[src/rtl/control_unit_pkg.sv]
// control_unit_pkg
// Shared constants for the SPARC-V8 multicycle control unit: state
// encodings, instruction field codes, branch condition codes, ALU function
// codes, RAM transfer sizes and default trap types. It also holds helper
// functions used when decoding an instruction.
package control_unit_pkg;

  typedef logic [3:0] state_t;

  // FSM state encodings. These are plain constants so that older blocks
  // and debug tools can keep comparing the state port against numbers.
  localparam state_t S_RESET = 4'd0;
  localparam state_t S_F0    = 4'd1;
  localparam state_t S_F1    = 4'd2;
  localparam state_t S_F2    = 4'd3;
  localparam state_t S_DEC   = 4'd4;
  localparam state_t S_ALU   = 4'd5;
  localparam state_t S_MA    = 4'd6;
  localparam state_t S_LD0   = 4'd7;
  localparam state_t S_LD1   = 4'd8;
  localparam state_t S_LD2   = 4'd9;
  localparam state_t S_ST0   = 4'd10;
  localparam state_t S_ST1   = 4'd11;
  localparam state_t S_BR    = 4'd12;
  localparam state_t S_CALL  = 4'd13;
  localparam state_t S_UPD   = 4'd14;
  localparam state_t S_TRAP  = 4'd15;

  // Instruction format (IR[31:30]) and format-2 sub-opcodes (IR[24:22])
  localparam logic [1:0] OP_FMT2  = 2'b00;
  localparam logic [1:0] OP_CALL  = 2'b01;
  localparam logic [1:0] OP_ARITH = 2'b10;
  localparam logic [1:0] OP_MEM   = 2'b11;
  localparam logic [2:0] OP2_BICC  = 3'b010;
  localparam logic [2:0] OP2_SETHI = 3'b100;

  // Arithmetic/logic op3 codes. The cc variants are these plus 6'h10.
  localparam logic [5:0] OP3_ADD  = 6'h00;
  localparam logic [5:0] OP3_AND  = 6'h01;
  localparam logic [5:0] OP3_OR   = 6'h02;
  localparam logic [5:0] OP3_XOR  = 6'h03;
  localparam logic [5:0] OP3_SUB  = 6'h04;
  localparam logic [5:0] OP3_ANDN = 6'h05;
  localparam logic [5:0] OP3_ORN  = 6'h06;
  localparam logic [5:0] OP3_XNOR = 6'h07;
  localparam logic [5:0] OP3_ADDX = 6'h08;
  localparam logic [5:0] OP3_SUBX = 6'h0C;
  localparam logic [5:0] OP3_SLL  = 6'h25;
  localparam logic [5:0] OP3_SRL  = 6'h26;
  localparam logic [5:0] OP3_SRA  = 6'h27;

  // Bicc condition codes (IR[28:25])
  localparam logic [3:0] COND_BN   = 4'b0000;
  localparam logic [3:0] COND_BE   = 4'b0001;
  localparam logic [3:0] COND_BLE  = 4'b0010;
  localparam logic [3:0] COND_BL   = 4'b0011;
  localparam logic [3:0] COND_BLEU = 4'b0100;
  localparam logic [3:0] COND_BCS  = 4'b0101;
  localparam logic [3:0] COND_BNEG = 4'b0110;
  localparam logic [3:0] COND_BVS  = 4'b0111;
  localparam logic [3:0] COND_BA   = 4'b1000;
  localparam logic [3:0] COND_BNE  = 4'b1001;
  localparam logic [3:0] COND_BG   = 4'b1010;
  localparam logic [3:0] COND_BGE  = 4'b1011;
  localparam logic [3:0] COND_BGU  = 4'b1100;
  localparam logic [3:0] COND_BCC  = 4'b1101;
  localparam logic [3:0] COND_BPOS = 4'b1110;
  localparam logic [3:0] COND_BVC  = 4'b1111;

  // ALU function codes. Arithmetic instructions pass op3 straight through;
  // sethi uses a code that no supported op3 occupies.
  localparam logic [5:0] ALU_ADD   = 6'h00;
  localparam logic [5:0] ALU_SETHI = 6'h2F;

  // RAM transfer sizes
  localparam logic [1:0] SIZE_BYTE = 2'd0;
  localparam logic [1:0] SIZE_HALF = 2'd1;
  localparam logic [1:0] SIZE_WORD = 2'd2;

  // NPC source selects
  localparam logic [1:0] NPC_SEQ    = 2'd0;
  localparam logic [1:0] NPC_BRANCH = 2'd1;
  localparam logic [1:0] NPC_CALL   = 2'd2;

  // Defaults for the top-level parameters
  localparam int         MFC_TIMEOUT_DEF = 16;
  localparam logic [7:0] TT_MEM_DEF      = 8'h09;
  localparam logic [7:0] TT_ILLEGAL_DEF  = 8'h02;

  // op3[1:0] of a load/store picks the transfer size; 11 falls back to word.
  function automatic logic [1:0] mem_size(input logic [5:0] op3);
    case (op3[1:0])
      2'b01:   return SIZE_BYTE;
      2'b10:   return SIZE_HALF;
      default: return SIZE_WORD;
    endcase
  endfunction

  // True for op3 values the ALU implements (plain and cc forms plus shifts).
  function automatic logic alu_op3_ok(input logic [5:0] op3);
    case (op3 & 6'b101111)
      OP3_ADD, OP3_AND, OP3_OR, OP3_XOR, OP3_SUB, OP3_ANDN, OP3_ORN,
      OP3_XNOR, OP3_ADDX, OP3_SUBX: return !op3[5];
      OP3_SLL, OP3_SRL, OP3_SRA:    return !op3[4];
      default:                      return 1'b0;
    endcase
  endfunction

endpackage

[src/rtl/control_unit_icc_cond_eval.sv]
// icc_cond_eval
// Combinational evaluation of the 16 SPARC Bicc conditions against the
// PSR integer condition codes.
//   cond[3:0]   in  : branch condition field IR[28:25]
//   n, z, v, c  in  : PSR icc flags
//   taken       out : 1 when the branch condition holds
module icc_cond_eval
  import control_unit_pkg::*;
(
  input  logic [3:0] cond,
  input  logic       n,
  input  logic       z,
  input  logic       v,
  input  logic       c,
  output logic       taken
);

  // Conditions 8..15 are the logical inverses of conditions 0..7, so only
  // the low half is evaluated and cond[3] flips the result.
  logic base;

  always_comb begin
    base = 1'b0;
    case (cond[2:0])
      COND_BN[2:0]:   base = 1'b0;
      COND_BE[2:0]:   base = z;
      COND_BLE[2:0]:  base = z | (n ^ v);
      COND_BL[2:0]:   base = n ^ v;
      COND_BLEU[2:0]: base = c | z;
      COND_BCS[2:0]:  base = c;
      COND_BNEG[2:0]: base = n;
      COND_BVS[2:0]:  base = v;
      default:        base = 1'b0;
    endcase
    taken = base ^ cond[3];
  end

endmodule

[src/rtl/control_unit.sv]
// control_unit
// Multicycle microsequencer for the SPARC-V8 datapath. Walks each
// instruction through fetch / decode / execute / writeback, drives every
// register load strobe and mux select, handshakes with the RAM over MFC,
// resolves Bicc branches and raises a one-cycle trap on a memory timeout
// or an unsupported opcode.
//   Clk, Clr                 : clock (rising edge), async active-high reset
//   IR_in[31:0]              : current instruction register contents
//   MFC                      : memory function complete from the RAM
//   N, Z, V, C               : PSR icc flags
//   *_enable / *_Enable, RF_we : register load strobes
//   NPC_sel[1:0]             : 0=NPC+4, 1=branch target, 2=call target
//   MDR_Mux_S, MAR_sel       : MDR source (0=ALU,1=RAM), MAR source (0=PC,1=ALU)
//   RAM_enable, RAM_rw, RAM_size[1:0] : memory strobe, 1=read, 0/1/2=byte/half/word
//   alu_op[5:0], alu_b_imm   : ALU function and simm13 select for operand B
//   trap, tt[7:0]            : one-cycle trap pulse and its trap type
//   state[3:0]               : current FSM state for debug
module control_unit
  import control_unit_pkg::*;
#(
  parameter int         MFC_TIMEOUT = MFC_TIMEOUT_DEF,
  parameter logic [7:0] TT_MEM      = TT_MEM_DEF,
  parameter logic [7:0] TT_ILLEGAL  = TT_ILLEGAL_DEF
) (
  input  logic        Clk,
  input  logic        Clr,
  input  logic [31:0] IR_in,
  input  logic        MFC,
  input  logic        N,
  input  logic        Z,
  input  logic        V,
  input  logic        C,
  output logic        PC_enable,
  output logic        NPC_enable,
  output logic        IR_Enable,
  output logic        MAR_Enable,
  output logic        MDR_Enable,
  output logic        PSR_Enable,
  output logic        RF_we,
  output logic [1:0]  NPC_sel,
  output logic        MDR_Mux_S,
  output logic        MAR_sel,
  output logic        RAM_enable,
  output logic        RAM_rw,
  output logic [1:0]  RAM_size,
  output logic [5:0]  alu_op,
  output logic        alu_b_imm,
  output logic        trap,
  output logic [7:0]  tt,
  output logic [3:0]  state
);

  localparam int CNT_W = (MFC_TIMEOUT > 2) ? $clog2(MFC_TIMEOUT) : 1;
  localparam logic [CNT_W-1:0] CNT_LIMIT = CNT_W'(MFC_TIMEOUT - 1);

  state_t           state_q, state_next;
  logic [CNT_W-1:0] to_cnt;
  logic [1:0]       npc_sel_q;
  logic             br_annul;
  logic             annul_q;
  logic [7:0]       tt_q, trap_code;
  logic             taken, mem_wait, timed_out;

  logic [1:0] op;
  logic [2:0] op2;
  logic [5:0] op3;
  logic       unused_ir;

  assign op        = IR_in[31:30];
  assign op2       = IR_in[24:22];
  assign op3       = IR_in[24:19];
  assign unused_ir = ^{IR_in[18:14], IR_in[12:0]};

  icc_cond_eval u_cond (
    .cond  (IR_in[28:25]),
    .n     (N),
    .z     (Z),
    .v     (V),
    .c     (C),
    .taken (taken)
  );

  // The three RAM wait states share one timeout counter. MFC on the limit
  // cycle still wins over the timeout.
  assign mem_wait  = (state_q == S_F1) || (state_q == S_LD0) || (state_q == S_ST1);
  assign timed_out = mem_wait && !MFC && (to_cnt == CNT_LIMIT);

  always_comb begin
    state_next = state_q;
    trap_code  = TT_MEM;
    case (state_q)
      S_RESET: state_next = S_F0;
      S_F0:    state_next = S_F1;
      S_F1:    state_next = MFC ? S_F2 : (timed_out ? S_TRAP : S_F1);
      // An annulled delay-slot instruction is fetched but never executed.
      S_F2:    state_next = annul_q ? S_UPD : S_DEC;
      S_DEC: begin
        case (op)
          OP_FMT2: begin
            if (op2 == OP2_BICC)       state_next = S_BR;
            else if (op2 == OP2_SETHI) state_next = S_ALU;
            else begin
              state_next = S_TRAP;
              trap_code  = TT_ILLEGAL;
            end
          end
          OP_CALL:  state_next = S_CALL;
          OP_ARITH: begin
            if (alu_op3_ok(op3)) state_next = S_ALU;
            else begin
              state_next = S_TRAP;
              trap_code  = TT_ILLEGAL;
            end
          end
          default:  state_next = S_MA;
        endcase
      end
      S_ALU:   state_next = S_UPD;
      // op3[2] separates stores (st/stb/sth) from loads.
      S_MA:    state_next = op3[2] ? S_ST0 : S_LD0;
      S_LD0:   state_next = MFC ? S_LD1 : (timed_out ? S_TRAP : S_LD0);
      S_LD1:   state_next = S_LD2;
      S_LD2:   state_next = S_UPD;
      S_ST0:   state_next = S_ST1;
      S_ST1:   state_next = MFC ? S_UPD : (timed_out ? S_TRAP : S_ST1);
      S_BR:    state_next = S_UPD;
      S_CALL:  state_next = S_UPD;
      S_UPD:   state_next = S_F0;
      S_TRAP:  state_next = S_F0;
      default: state_next = S_RESET;
    endcase
  end

  // The branch decision made in BR/CALL is held for UPD, where PC and NPC
  // actually load. The annul request also travels through UPD so it only
  // affects the next fetched instruction.
  always_ff @(posedge Clk or posedge Clr) begin
    if (Clr) begin
      state_q   <= S_RESET;
      to_cnt    <= '0;
      npc_sel_q <= NPC_SEQ;
      br_annul  <= 1'b0;
      annul_q   <= 1'b0;
      tt_q      <= 8'h00;
    end else begin
      state_q <= state_next;
      tt_q    <= (state_next == S_TRAP) ? trap_code : 8'h00;

      if (mem_wait && !MFC && !timed_out) to_cnt <= to_cnt + 1'b1;
      else                                to_cnt <= '0;

      case (state_q)
        S_BR: begin
          npc_sel_q <= taken ? NPC_BRANCH : NPC_SEQ;
          br_annul  <= IR_in[29] && (!taken || (IR_in[28:25] == COND_BA));
        end
        S_CALL: npc_sel_q <= NPC_CALL;
        S_UPD: begin
          npc_sel_q <= NPC_SEQ;
          annul_q   <= br_annul;
          br_annul  <= 1'b0;
        end
        S_F2:   annul_q <= 1'b0;
        S_TRAP: begin
          npc_sel_q <= NPC_SEQ;
          annul_q   <= 1'b0;
          br_annul  <= 1'b0;
        end
        default: ;
      endcase
    end
  end

  // Outputs are a pure function of the current state so an async Clr
  // drops RAM_enable in the same cycle.
  always_comb begin
    PC_enable  = 1'b0;
    NPC_enable = 1'b0;
    IR_Enable  = 1'b0;
    MAR_Enable = 1'b0;
    MDR_Enable = 1'b0;
    PSR_Enable = 1'b0;
    RF_we      = 1'b0;
    NPC_sel    = NPC_SEQ;
    MDR_Mux_S  = 1'b0;
    MAR_sel    = 1'b0;
    RAM_enable = 1'b0;
    RAM_rw     = 1'b1;
    RAM_size   = SIZE_WORD;
    alu_op     = ALU_ADD;
    alu_b_imm  = 1'b0;
    case (state_q)
      S_F0:  MAR_Enable = 1'b1;
      S_F1:  RAM_enable = 1'b1;
      S_F2:  IR_Enable  = 1'b1;
      S_ALU: begin
        alu_op     = (op == OP_FMT2) ? ALU_SETHI : op3;
        alu_b_imm  = IR_in[13];
        RF_we      = 1'b1;
        PSR_Enable = (op == OP_ARITH) && op3[4];
      end
      S_MA: begin
        alu_b_imm  = IR_in[13];
        MAR_sel    = 1'b1;
        MAR_Enable = 1'b1;
      end
      S_LD0: begin
        RAM_enable = 1'b1;
        RAM_size   = mem_size(op3);
      end
      S_LD1: begin
        MDR_Mux_S  = 1'b1;
        MDR_Enable = 1'b1;
      end
      S_LD2: RF_we = 1'b1;
      S_ST0: MDR_Enable = 1'b1;
      S_ST1: begin
        RAM_enable = 1'b1;
        RAM_rw     = 1'b0;
        RAM_size   = mem_size(op3);
      end
      S_BR:   NPC_sel = taken ? NPC_BRANCH : NPC_SEQ;
      S_CALL: begin
        RF_we   = 1'b1;
        NPC_sel = NPC_CALL;
      end
      S_UPD: begin
        PC_enable  = 1'b1;
        NPC_enable = 1'b1;
        NPC_sel    = npc_sel_q;
      end
      default: ;
    endcase
  end

  assign trap  = (state_q == S_TRAP);
  assign tt    = tt_q;
  assign state = state_q;

endmodule

[config.mk]
export PLATFORM = sky130hd
export DESIGN_NAME = control_unit
export DESIGN_NICKNAME = d
export VERILOG_FILES = /design/src/rtl/control_unit_pkg.sv /design/src/rtl/control_unit_icc_cond_eval.sv /design/src/rtl/control_unit.sv
export SDC_FILE = /design/constraint.sdc
export NUM_CORES = 1
export LEC_CHECK = 0
export CAP_MARGIN = 5
export CORE_UTILIZATION = 40
export DETAILED_ROUTE_END_ITERATION = 10
export GPL_ROUTABILITY_DRIVEN = 0
export PLACE_DENSITY = 0.88
export SYNTH_ARGS = -nofsm -noshare
export SYNTH_HDL_FRONTEND = slang
export SYNTH_SLANG_ARGS = --single-unit
[constraint.sdc]
create_clock -name Clk -period 1.9 [get_ports Clk]
set_input_delay 0.19 -clock Clk [delete_from_list [all_inputs] [get_ports Clk]]
set_output_delay 0.19 -clock Clk [all_outputs]
set_load 0.05 [all_outputs]
==> flow_summary.yaml <==
outcome:
  status: "finished, violations left"
  violations: "negative setup slack"
route:
  routed_via_density: 5.45
  wl_per_cell_um: 15.6
  drtAntennaViolNets: 0
  drc_errors: 0
  drtIter0Drc: 157
  vias: 1688
  dr.pass1.iters: 4
  postRouteWirelength_um: 4850
setup_path:
  endpoint_kind: "output pin"
  critPathArrivalTime_ps: 1800
  rr_worst_depth: 7
  path_delay_family: "multiplexers"
  regToRegSetupSlack_ps: 70
  cp_data_required_time_ps: 1710
  critPathMaxStageDelay_ps: 510
  crit_slowest_cell: "mux4_2"
  startpoint_type: "input port"
  crit_cells: 7
  crit_type: "in2out"
  crit_buf_inv: 2
  worstReg2RegStart: "state[0]$_DFF_PP0_"
  path_cells: "buf_2 -> nor2b_4 -> nor2_1 -> mux4_2 -> xor2_2 -> a2111oi_4 -> buf_12"
  crit_fanout: 4
  rr_endpoint: "tt[0]$_DFF_PP0_"
synthesis:
  muxShareOfSynthArea_pct: 2.93
  synth_cells: 186
  avgSynthCellArea_um2: 7.80
  synth-seq-cells: 14
  synth_fa_ha_area_share_pct: 8.63
  synth_flop_cell: "dfrtp_1"
  synth_seq_area_share_pct: 24.2
  yosys.area_share.simple_pct: 26.8
  syn_area_um2: 1450
  synth_xor_area_share_pct: 3.02
  synth_edf_count: 0
  synth_compound_area_share_pct: 23.8
  synth_async_sr_flop_share_pct: 100
  synth_top_family_by_area: "simple AND/OR/NAND/NOR gates"
  synthDistinctLibCells: 54
  synth_warnings: 0
clocking:
  numCtsBuffers: 3
  clk_latency_ps: 300
  cts_tree: "built"
  cts_hold_buffers: 0
  cts.sinks: 14
  clockBufferDepth: 2
  cts.clk_slew.worst_paths_ps: 100
  cts-root-buf: "clkbuf_4"
  cts_max_level: 1
power_and_ir_drop:
  clockPowerShare_pct: 6.5
  power_frac_comb_pct: 78.9
  power_switching_share_pct: 51.8
  p_sw_mw: 1.82
  p_int_mw: 1.70
  seq_power_share_pct: 14.6
  leakage_nw: 1.16
  power.density_nw_per_um2: 1370
  vdd_drop_max_mv: 0.589
grt:
  grt_max_degree: 15
  overflow: 0
  grt_pass1_vias: 1662
  grt_util_all_layers_pct: 22.7
  grt_first_pass_wirelength_um: 7110
  antenna_found_initial: 0
placed_design:
  place_ws_ps: -543
  io_buffers: 50
  hpwl_um: 3460
sta:
  fin_crit_sh_pct: 105
  worstMarginPinSlew_ps: 577
  setup_ws_ps: -89.0
  drv_slew: 0
  period_minus_slack_ps: 1990
  whs_ps: 247
  setup_violations: 1
  rsz0062_at_grt: "yes"
  relSlewSlack_pct: 61.5
  finalHoldViolCount: 0
  skew_ps: 11.5
  fmax_mhz: 503
die:
  die_x_um: 62.2
  dieArea_um2: 3870
  rows: 21
  ios: 74
  start_util_pct: 42.5
  die_y_um: 62.2
  core-area_um2: 3420
finish:
  area_delta_synth_final_pct: 77.0
  n_fill_cell: 231
  multi_input_area_um2: 1090
  drive_gt1_share_pct: 42.4
  nets: 314
  seqCellArea_um2: 355
  diodes: 0
min_path:
  hold_path_class: "in2async"
flow_run:
  max_cap_violations: 0
==> what timing repair did <==
item                                    CTS  global route
endpoints found under the setup margin   13            11
resized for setup                        29            11
setup buffers                             4             7
pin swaps                                 3             2
==> sequential cells by signal, summed over array words and instances (netlist names) <==
signal and count:
state 4, br_annul 1, npc_sel_q 2, annul_q 1, tt 2, to_cnt 4
==> cells in the mapped netlist, types with 2 or more instances <==
cell type  count  area (um2)
a211oi_1       2        15.0
a21o_1         2        15.0
a21oi_1        9        45.0
a311oi_1       2        17.5
a31oi_1        3        18.8
and3_1         3        18.8
buf_2          6        30.0
buf_4          7        52.6
clkbuf_1       2        7.51
dfrtp_1       14         350
ha_1          10         125
inv_1         12        45.0
mux2i_1        2        20.0
nand2_1       16        60.1
nand2b_1       8        50.1
nand3_1        4        20.0
nor2_1        17        63.8
nor2b_1        4        25.0
nor3_1         5        25.0
nor4_1         2        12.5
o21a_1         6        45.0
o21ai_0        9        45.0
o22ai_1        2        12.5
o31ai_1        2        15.0
or2_2          3        18.8
or3_1          2        12.5
or4_1          2        15.0
xnor2_1        2        17.5
xor2_1         3        26.3
==> stage by stage <==
stage / util [%] / TNS [ps] / cells / instance area, um2 / total power, mW
final: 75.1 / -89.0 / 310 / 2570 / 3.52
after global routing: 75.1 / -133 / 310 / 2570 / 3.68
after CTS: 72.8 / -76.6 / 303 / 2490 / 3.32
after detailed placement: 70.2 / -1840 / 295 / 2400 / 3.02
after global placement: 70.2 / -1290 / 295 / 2400 / 2.96
after floorplan: - / -93.1 / 190 / 1540 / 2.06
==> power groups by stage <==
stage               registers [mW]  clock network (mW)  logic, mW
floorplan                    0.626                   0       1.44
global placement             0.551                   0       2.41
finish                       0.514               0.227       2.78
global route                 0.525               0.244       2.91
CTS                          0.526               0.229       2.57
detailed placement           0.554                   0       2.46
==> how the worst max path moves through the flow <==
stage	start	end	slack, ps
final	IR_in[25]	NPC_sel[0]	-90
after global routing	IR_in[25]	NPC_sel[0]	-120
after CTS	N	NPC_sel[0]	-60
after detailed placement	N	NPC_sel[0]	-540
after global placement	N	NPC_sel[0]	-440
after floorplan	Z	NPC_sel[0]	-90
==> cells in the final DEF (no fill, tap or decap), drive strengths merged, types with 2 or more instances in the layout <==
cell | synthesis | routed
nand2b | 8 | 8
ha | 10 | 10
nand2 | 16 | 16
or4 | 2 | 2
a311oi | 2 | 2
o21ai | 9 | 9
nor2 | 18 | 18
xor2 | 3 | 3
dlygate4sd2 | 0 | 3
buf | 15 | 68
conb | 1 | 5
dfrtp | 14 | 14
clkdlybuf4s50 | 0 | 14
nor3 | 5 | 5
or2 | 4 | 4
or3b | 2 | 2
xnor2 | 2 | 2
o31ai | 2 | 2
a21o | 2 | 2
a31oi | 3 | 3
nand3 | 4 | 4
o22ai | 2 | 2
a211oi | 3 | 3
and2 | 2 | 2
and3 | 3 | 3
nor2b | 4 | 4
clkbuf | 2 | 4
a21oi | 9 | 9
o21a | 6 | 6
nor4 | 2 | 2
or3 | 2 | 2
dlymetal6s2s | 0 | 2
inv | 12 | 12
mux2i | 2 | 2
==> cell type report <==
cell class | count | share of cell area (%)
sequential | 14 | 13.8
timing repair buffer | 87 | 38.1
tap | 46 | 2.24
clock buffer | 4 | 1.41
inverter | 12 | 1.76
multi-input combinational | 147 | 42.7
==> layer usage <==
| layer | wire, um | GRT usage (%) | part of all wire (%) |
|---|---|---|---|
| met1 | 1860 | 23.3 | 38 |
| met2 | 2570 | 43.8 | 53 |
| met3 | 268 | 4.96 | 5.5 |
| met4 | 148 | 9.59 | 3.1 |
| met5 | 0 | 0 | 0 |
==> cells by family (layout without fill, tap and decap cells) <==
logic type | Yosys count | in the layout
buf+inv | 29 | 103
compound gates | 49 | 49
mux | 3 | 3
xor+xnor | 5 | 5
fa+ha+maj | 10 | 10
simple gates | 75 | 75
flops | 14 | 14
other cells | 1 | 5
No activity file was read; power rests on OpenSTA's default activity.
==> RTL change: new RTL, same settings <==
Put a register stage on the output `NPC_sel`, without a reset. The value now appears one clock later. The other outputs are not delayed to match.
--- a/src/rtl/control_unit.sv
+++ b/src/rtl/control_unit.sv
@@ -53,6 +53,8 @@
   localparam int CNT_W = (MFC_TIMEOUT > 2) ? $clog2(MFC_TIMEOUT) : 1;
   localparam logic [CNT_W-1:0] CNT_LIMIT = CNT_W'(MFC_TIMEOUT - 1);
 
+  logic [1:0] NPC_sel_d;
+
   state_t           state_q, state_next;
   logic [CNT_W-1:0] to_cnt;
   logic [1:0]       npc_sel_q;
@@ -181,7 +183,7 @@
     MDR_Enable = 1'b0;
     PSR_Enable = 1'b0;
     RF_we      = 1'b0;
-    NPC_sel    = NPC_SEQ;
+    NPC_sel_d  = NPC_SEQ;
     MDR_Mux_S  = 1'b0;
     MAR_sel    = 1'b0;
     RAM_enable = 1'b0;
@@ -219,15 +221,15 @@
         RAM_rw     = 1'b0;
         RAM_size   = mem_size(op3);
       end
-      S_BR:   NPC_sel = taken ? NPC_BRANCH : NPC_SEQ;
+      S_BR:   NPC_sel_d = taken ? NPC_BRANCH : NPC_SEQ;
       S_CALL: begin
         RF_we   = 1'b1;
-        NPC_sel = NPC_CALL;
+        NPC_sel_d = NPC_CALL;
       end
       S_UPD: begin
         PC_enable  = 1'b1;
         NPC_enable = 1'b1;
-        NPC_sel    = npc_sel_q;
+        NPC_sel_d  = npc_sel_q;
       end
       default: ;
     endcase
@@ -237,5 +239,9 @@
   assign tt    = tt_q;
   assign state = state_q;
 
+  always_ff @(posedge Clk) begin
+    NPC_sel <= NPC_sel_d;
+  end
+
 endmodule
 
Function: changed (a bounded check fails within 10 cycles, from zero or initial values).
==> RTL change against the unedited design <==
  * Non-clock buffer count fell by 14
  * Largest cell class unchanged
  * Global-route usage shrank 0.64 points
  * Sequential power grew 16%
  * Critical path type is now register to output port
  * Power shrank 2.6%
  * Worst setup slack improved by 0.12 ns
  * Largest power group unchanged
  * Design area is 3.3% lower
  * Area after synthesis is 3.7% higher
  * Critical endpoint is now RAM_rw
  * Sequential cell count rose by 2
  * Routed wire length down 12%
==> RTL change: results (changes against the unedited design) <==
stage	metric	value	unit	change
placement	dpl hpwl	3120	um	-9.7%
logic_synthesis	compound-cell area share of the yosys netlist	24.0	%	+0.23 points
layout	fraction of layout cells with a size suffix above 1	33.1	%	-9.4 points
sta	setup ws final	0.0288	ns	+0.118 ns
logic_synthesis	post-synth cell types	55		+1.9%
global_routing	first-pass GRT wire length	7000	um	-1.5%
clock_network	CTS clock-pin slew for the worst setup and hold paths	0.06	ns	-0.04 ns
worst_setup_path	crit path max fanout	11		+7
power	switching share of power	50.5	%	-1.3 points
drt	DRT iter0 DRCs	32		-80%
placement	pre-CTS WS	-0.394	ns	+0.148 ns
clock_network	Worst-Skew Late Latency	0.25	ns	-0.05 ns
clock_network	CTS Root Cell	clkbuf_8		
placement	DP Area	2340	sq um	-2.6%
logic_synthesis	Area contributors post-synth	dfrtp_1 23%, ha_1 8.3%, nor2_1 4.7%, inv_1 3.7%, nand2_1 3.7%		
sta	Worst Tran Pin Value	0.537	ns	-0.0404 ns
placement	placed insts	287		-2.7%
power	switching pwr	1.73	mW	-5.1%
global_routing	gr usage total	22.1	%	-0.64 points
worst_setup_path	crit-path leading delay family	simple AND/OR/NAND/NOR gates		
run_status	outcome	complete, no violations		
clock_network	post-CTS sizing	4		-86%
logic_synthesis	syn avg cell area	7.92	sq um	+1.5%
logic_synthesis	xor and xnor area share after synthesis	2.91	%	-0.11 points
logic_synthesis	post-synthesis adder-cell area fraction	8.32	%	-0.31 points
layout	nets@finish	304		-3.2%
## RTL change: cell type report
| type | instances | area [sq um] | area share (%) |
|---|---|---|---|
| multi-input cells | 146 | 1060 | 42.7 |
| repair buffers | 73 | 858 | 34.6 |
| flip-flops and latches | 16 | 395 | 15.9 |
| well taps | 46 | 57.6 | 2.32 |
| inverters | 15 | 56.3 | 2.27 |
| clock buffers | 4 | 55.1 | 2.22 |
## RTL change: worst paths after layout
check	end	depth (start not counted)
worst max register to register	tt[0]	5
worst min register to register	npc_sel_q[0]	2
max in group asynchronous	state[2]	2
worst max-delay path	RAM_rw	4
min in group Clk	npc_sel_q[0]	2
worst min-delay path	to_cnt[1]	2
## RTL change: metal layers
| layer | global-route usage (%) | vias up | wire length (um) |
|---|---|---|---|
| li1 | - | 795 | - |
| met1 | 27.3 | 743 | 1860 |
| met2 | 38.0 | 45 | 2120 |
| met3 | 5.43 | 5 | 259 |
| met4 | 5.97 | 0 | 46 |
| met5 | 0 | - | 0 |
